File: config.mk
export PLATFORM = sky130hd
export DESIGN_NAME = pc_unit
export DESIGN_NICKNAME = d
export VERILOG_FILES = /design/src/rtl/pc_unit_pkg.sv /design/src/rtl/ras_stack.sv /design/src/rtl/pc_unit.sv
export SDC_FILE = /design/constraint.sdc
export NUM_CORES = 1
export LEC_CHECK = 0
export BUFFER_PORTS_ARGS = -buffer_cell sky130_fd_sc_hd__buf_4
export CORE_AREA = 2 2 135 137
export DETAILED_ROUTE_END_ITERATION = 8
export DIE_AREA = 0 0 137 139
export GPL_TIMING_DRIVEN = 1
export PLACE_DENSITY = 0.75
export RECOVER_POWER = 25
export SLEW_MARGIN = 20
export SYNTH_ARGS = -nofsm -noshare
export SYNTH_HDL_FRONTEND = slang
export SYNTH_SLANG_ARGS = --single-unit
File: constraint.sdc
create_clock -name clk -period 3.6 [get_ports clk]
set_clock_uncertainty 0.2 [all_clocks]
set_input_delay 0.9 -clock clk [delete_from_list [all_inputs] [get_ports clk]]
set_output_delay 0.9 -clock clk [all_outputs]
set_load 0.005 [all_outputs]
File: src/rtl/pc_unit_pkg.sv
// Shared next-PC mode encodings for the control unit and the program-counter block.
// Constants only; no logic.
package pc_unit_pkg;

   localparam logic [1:0] PC_SEL_INC    = 2'b00;
   localparam logic [1:0] PC_SEL_BRANCH = 2'b01;
   localparam logic [1:0] PC_SEL_JUMP   = 2'b10;
   localparam logic [1:0] PC_SEL_RET    = 2'b11;

endpackage

File: src/rtl/ras_stack.sv
// Circular return-address stack (head pointer plus count); pop-then-push in one cycle replaces the top.
// Push/pop take effect at the clock edge; rdata is the current top, read combinationally from storage.
module ras_stack #(
   parameter int WIDTH = 32,
   parameter int DEPTH = 4
) (
   input  logic             clk,
   input  logic             reset,
   input  logic             push,
   input  logic             pop,
   input  logic [WIDTH-1:0] wdata,
   output logic [WIDTH-1:0] rdata,
   output logic             empty,
   output logic             full,
   output logic             ovf,
   output logic             unf
);

   localparam int PW = (DEPTH > 1) ? $clog2(DEPTH) : 1;
   localparam int CW = $clog2(DEPTH + 1);

   logic [WIDTH-1:0] mem [DEPTH];
   logic [PW-1:0]    head;
   logic [PW-1:0]    head_inc;
   logic [PW-1:0]    head_dec;
   logic [CW-1:0]    count;
   logic             eff_pop;

   assign empty    = (count == '0);
   assign full     = (count == CW'(DEPTH));
   assign eff_pop  = pop & ~empty;
   assign unf      = pop & empty;
   assign ovf      = push & full & ~eff_pop;
   assign head_inc = (head == PW'(DEPTH - 1)) ? '0 : head + PW'(1);
   assign head_dec = (head == '0) ? PW'(DEPTH - 1) : head - PW'(1);
   assign rdata    = mem[head];

   always_ff @(posedge clk or posedge reset) begin
      if (reset) begin
         head  <= '0;
         count <= '0;
      end else begin
         if (eff_pop && !push) begin
            head  <= head_dec;
            count <= count - CW'(1);
         end else if (push && !eff_pop) begin
            // When full, advancing head overwrites the oldest entry and the count saturates.
            head <= head_inc;
            if (!full)
               count <= count + CW'(1);
         end
      end
   end

   always_ff @(posedge clk) begin
      if (push)
         mem[eff_pop ? head : head_inc] <= wdata;
   end

endmodule

File: src/rtl/pc_unit.sv
// Program counter with increment/branch/jump/return modes, return-address stack and sticky errors.
// New PC visible one cycle after an enabled edge; contro=0 holds everything except err_clr.
module pc_unit
   import pc_unit_pkg::*;
#(
   parameter int               WIDTH      = 32,
   parameter int               INC        = 4,
   parameter logic [WIDTH-1:0] RESET_VEC  = '0,
   parameter int               ALIGN_BITS = 2,
   parameter int               RAS_DEPTH  = 4
) (
   input  logic             clk,
   input  logic             reset,
   input  logic             contro,
   input  logic [1:0]       pc_sel,
   input  logic             call,
   input  logic             err_clr,
   input  logic [WIDTH-1:0] datain,
   input  logic [WIDTH-1:0] offset,
   output logic [WIDTH-1:0] dataout,
   output logic             ras_empty,
   output logic             ras_full,
   output logic             ras_overflow,
   output logic             ras_underflow
);

   localparam logic [WIDTH-1:0] ALIGN_MASK = {WIDTH{1'b1}} << ALIGN_BITS;

   logic [WIDTH-1:0] seq_pc;
   logic [WIDTH-1:0] next_pc;
   logic [WIDTH-1:0] ras_top;
   logic             push;
   logic             pop;
   logic             ovf_pulse;
   logic             unf_pulse;

   assign seq_pc = dataout + WIDTH'(INC);
   assign push   = contro & call;
   assign pop    = contro & (pc_sel == PC_SEL_RET);

   ras_stack #(
      .WIDTH (WIDTH),
      .DEPTH (RAS_DEPTH)
   ) u_ras (
      .clk   (clk),
      .reset (reset),
      .push  (push),
      .pop   (pop),
      .wdata (seq_pc),
      .rdata (ras_top),
      .empty (ras_empty),
      .full  (ras_full),
      .ovf   (ovf_pulse),
      .unf   (unf_pulse)
   );

   always_comb begin
      next_pc = seq_pc;
      case (pc_sel)
         PC_SEL_INC:    next_pc = seq_pc;
         PC_SEL_BRANCH: next_pc = dataout + offset;
         PC_SEL_JUMP:   next_pc = datain;
         PC_SEL_RET:    next_pc = ras_empty ? seq_pc : ras_top;
         default:       next_pc = seq_pc;
      endcase
   end

   always_ff @(posedge clk or posedge reset) begin
      if (reset)
         dataout <= RESET_VEC;
      else if (contro)
         dataout <= next_pc & ALIGN_MASK;
   end

   // A fresh error in the clearing cycle takes priority over the clear.
   always_ff @(posedge clk or posedge reset) begin
      if (reset) begin
         ras_overflow  <= 1'b0;
         ras_underflow <= 1'b0;
      end else begin
         if (err_clr) begin
            ras_overflow  <= 1'b0;
            ras_underflow <= 1'b0;
         end
         if (ovf_pulse)
            ras_overflow <= 1'b1;
         if (unf_pulse)
            ras_underflow <= 1'b1;
      end
   end

endmodule

==> summary.md <==
| Metric | Value |
|---|---|
| Synth async-reset ratio | 0.236 |
| Highest-count cells in the layout ignoring fill and taps | buf_4, edfxtp_1, nand2_1 |
| IR drop worst, VDD | 434 µV |
| Total GRT Usage | 0.280 |
| Worst path required time | 3.74 ns |
| DR WL/cell | 21.5 µm |
| H-tree depth | 4 |
| Max-cap viol count | 0 |
| CTS root buf | clkbuf_16 |
| CP most frequent cell | buf_4 |
| Max FO, Critical Path | 3 |
| Hold-critical path depth | 1 |
| Final setup fails | 0 |
| Reg clk slew, reported paths | 0.06 ns |
| Num rows | 49 |
| Number of distinct library cells after synthesis | 73 |
| Data arrival, critical path | 3.55 ns |
| Post-synth top flop | edfxtp_1 |
| Die X | 137 µm |
| Fraction of layout instances using a drive strength above 1 | 0.257 |
| Final hold vios | 0 |
| Critical path, cell by cell | buf_4 > ha_1 > fa_1 > a211oi_1 > buf_4 > o211ai_1 > nand3_1 > buf_4 > a21oi_1 > o21ai_0 > a41oi_1 > xnor2_1 > o211ai_1 |
| Boundary Pins | 107 |
| Synth warn | 0 |
| Fin. max-slew vios | 0 |
| Layout Utilization | 0.634 |
| Setup Buffers After CTS | 0 |
| Status | finished clean |
| FILL cells | 1384 |
| Initial Util | 0.518 |
| Achievable clock frequency | 294 MHz |
| CTS tree | done |
| Drt total wl | 26.0 mm |
| Reg-to-reg slack, setup | 0.30 ns |
| Critical Path Slowest Stage Cell | fa_1 |
| Die height | 139 µm |
| Drt via density | 6.32 |
| Syn Inst Count | 815 |
| Crit-path max cell delay | 0.40 ns |
| CTS Sinks | 157 |
| Least-Margin Pin Slew | 1.01 ns |
| Grt total ovfl | 0 |
| Yosys reg bits | 157 |
| EDFF count, synth | 120 |
| Die area | 19000 µm² |
| Worst Hold Margin | 0.281 ns |
| RSZ-0062 raised after global routing | no |
| Core area | 17700 µm² |
| Post-route DRC | 0 |
| Fin area | 11200 µm² |
| CP Capture Type | flop |
| First-pass GRT wire length | 40.0 mm |
| Post-cts gate resize count | 0 |
| Post-DRT Antenna Nets | 0 |
| Crit path time final | 3.40 ns |
| R2R depth | 12 |
| Initial antenna violation count | 0 |
| Area of placed instances | 10600 µm² |
| Synth Area per Inst | 11.2 µm² |
| 1st-pass router iterations | 5 |
| Area growth, synth to finish | 22.4% |
| Hold_buf cts | 0 |
| Leading cell type in the layout, fill and taps excluded | buf_4 |
| Setup CP Type | input port to flop |
| Vias in the first global route | 7330 |
| Mapped Area | 9140 µm² |
| # port buffers | 100 |
| N_diodes | 0 |
| Crit path launch type | input port |
| Clk_lat worst skew | 0.43 ns |
| First-iteration detailed-routing DRC count | 754 |
| Number of CTS-inserted buffers | 17 |
| Final period util | 0.945 |
| GPL Wtd Cong | 0.918 |
| Detailed placement HPWL | 18.8 mm |
| Largest net degree at the start of global routing | 35 |
| Nets@finish | 1076 |
| Register area share after synthesis | 0.496 |
| Maximum clock path buffer count | 2 |
| Pleak | 0.00434 µW |
| Power per cell area | 790 nW/µm² |
| Vias | 7657 |
| Slew headroom | 0.327 |
| HP Class | flop to flop |
==> per-layer routing <==
layer,part of all wire,vias up,track usage
li1,-,3424,-
met1,0.40,3729,0.383
met2,0.49,444,0.450
met3,0.088,60,0.0515
met4,0.029,0,0.0944
met5,0,-,0
==> critical path, delay by kind of cell <==
kind | cells | cell delay, ns
fa+ha+maj | 2 | 0.62
xor+xnor | 1 | 0.16
buf+inv | 3 | 0.42
compound gates | 6 | 1.22
simple gates | 1 | 0.21
==> state kept, by name, indices dropped and copies added (netlist names) <==
name,cells
u_ras.mem,120
dataout,30
u_ras.count,3
u_ras.head,2
ras_overflow,1
ras_underflow,1
==> logic make-up after synthesis <==
group           Yosys count  share of synthesized area
fa+ha+maj                35                     0.0496
xor+xnor                 53                     0.0508
buf+inv                  69                     0.0301
flops                   157                      0.496
other cells               1                   0.000410
simple gates            237                      0.126
mux                      43                     0.0946
compound gates          220                      0.153
==> where the power goes <==
part | leakage (µW) | internal [µW] | switching, µW | total [µW]
Combinational | 0.00253 | 1850 | 2250 | 4110
Clock | 0.000288 | 1150 | 701 | 1850
Sequential | 0.00152 | 2540 | 342 | 2880
==> through the flow <==
step | setup slack (ns) | setup TNS (ns) | power (µW) | instances
2_1_floorplan | 0.176 | 0 | 5460 | 816
3_3_place_gp | -0.189 | -0.949 | 6910 | 1180
3_5_place_dp | -0.179 | -0.823 | 6980 | 1180
4_1_cts | 0.259 | 0 | 8850 | 1211
5_1_grt | 0.0725 | 0 | 9320 | 1211
6_report | 0.197 | 0 | 8840 | 1211
==> area by class of cell <==
| cell class | instances | area (µm²) | share of cell area |
|---|---|---|---|
| Timing Repair Buffer | 179 | 1320 | 0.118 |
| Sequential cell | 157 | 4530 | 0.405 |
| Multi-Input combinational cell | 590 | 4360 | 0.389 |
| Clock inverter | 12 | 170 | 0.0152 |
| Tap cell | 229 | 287 | 0.0256 |
| Clock buffer | 19 | 433 | 0.0387 |
| Inverter | 25 | 93.8 | 0.00839 |
==> worst paths after layout <==
check / end / startpoint
max: dataout[30] / offset[2]
min: u_ras.count[2] / u_ras.count[2]
max reg2reg: dataout[30] / dataout[2]
min reg2reg: u_ras.count[2] / u_ras.count[2]
max in group asynchronous: dataout[19] / reset
min in group asynchronous: ras_overflow / reset
==> Yosys cell counts, types with 15 or more instances <==
master	instances	share of area
nand3_1	33	0.018
dfrtp_1	37	0.10
clkbuf_1	30	0.012
inv_1	24	0.0099
mux4_2	34	0.084
nor3_1	15	0.0082
xnor2_1	34	0.033
xor2_1	19	0.018
nand2_1	84	0.034
edfxtp_1	120	0.39
a21oi_1	48	0.026
nor2_1	58	0.024
ha_1	33	0.045
o21ai_0	63	0.034
Power figures use the tool's default switching activity.
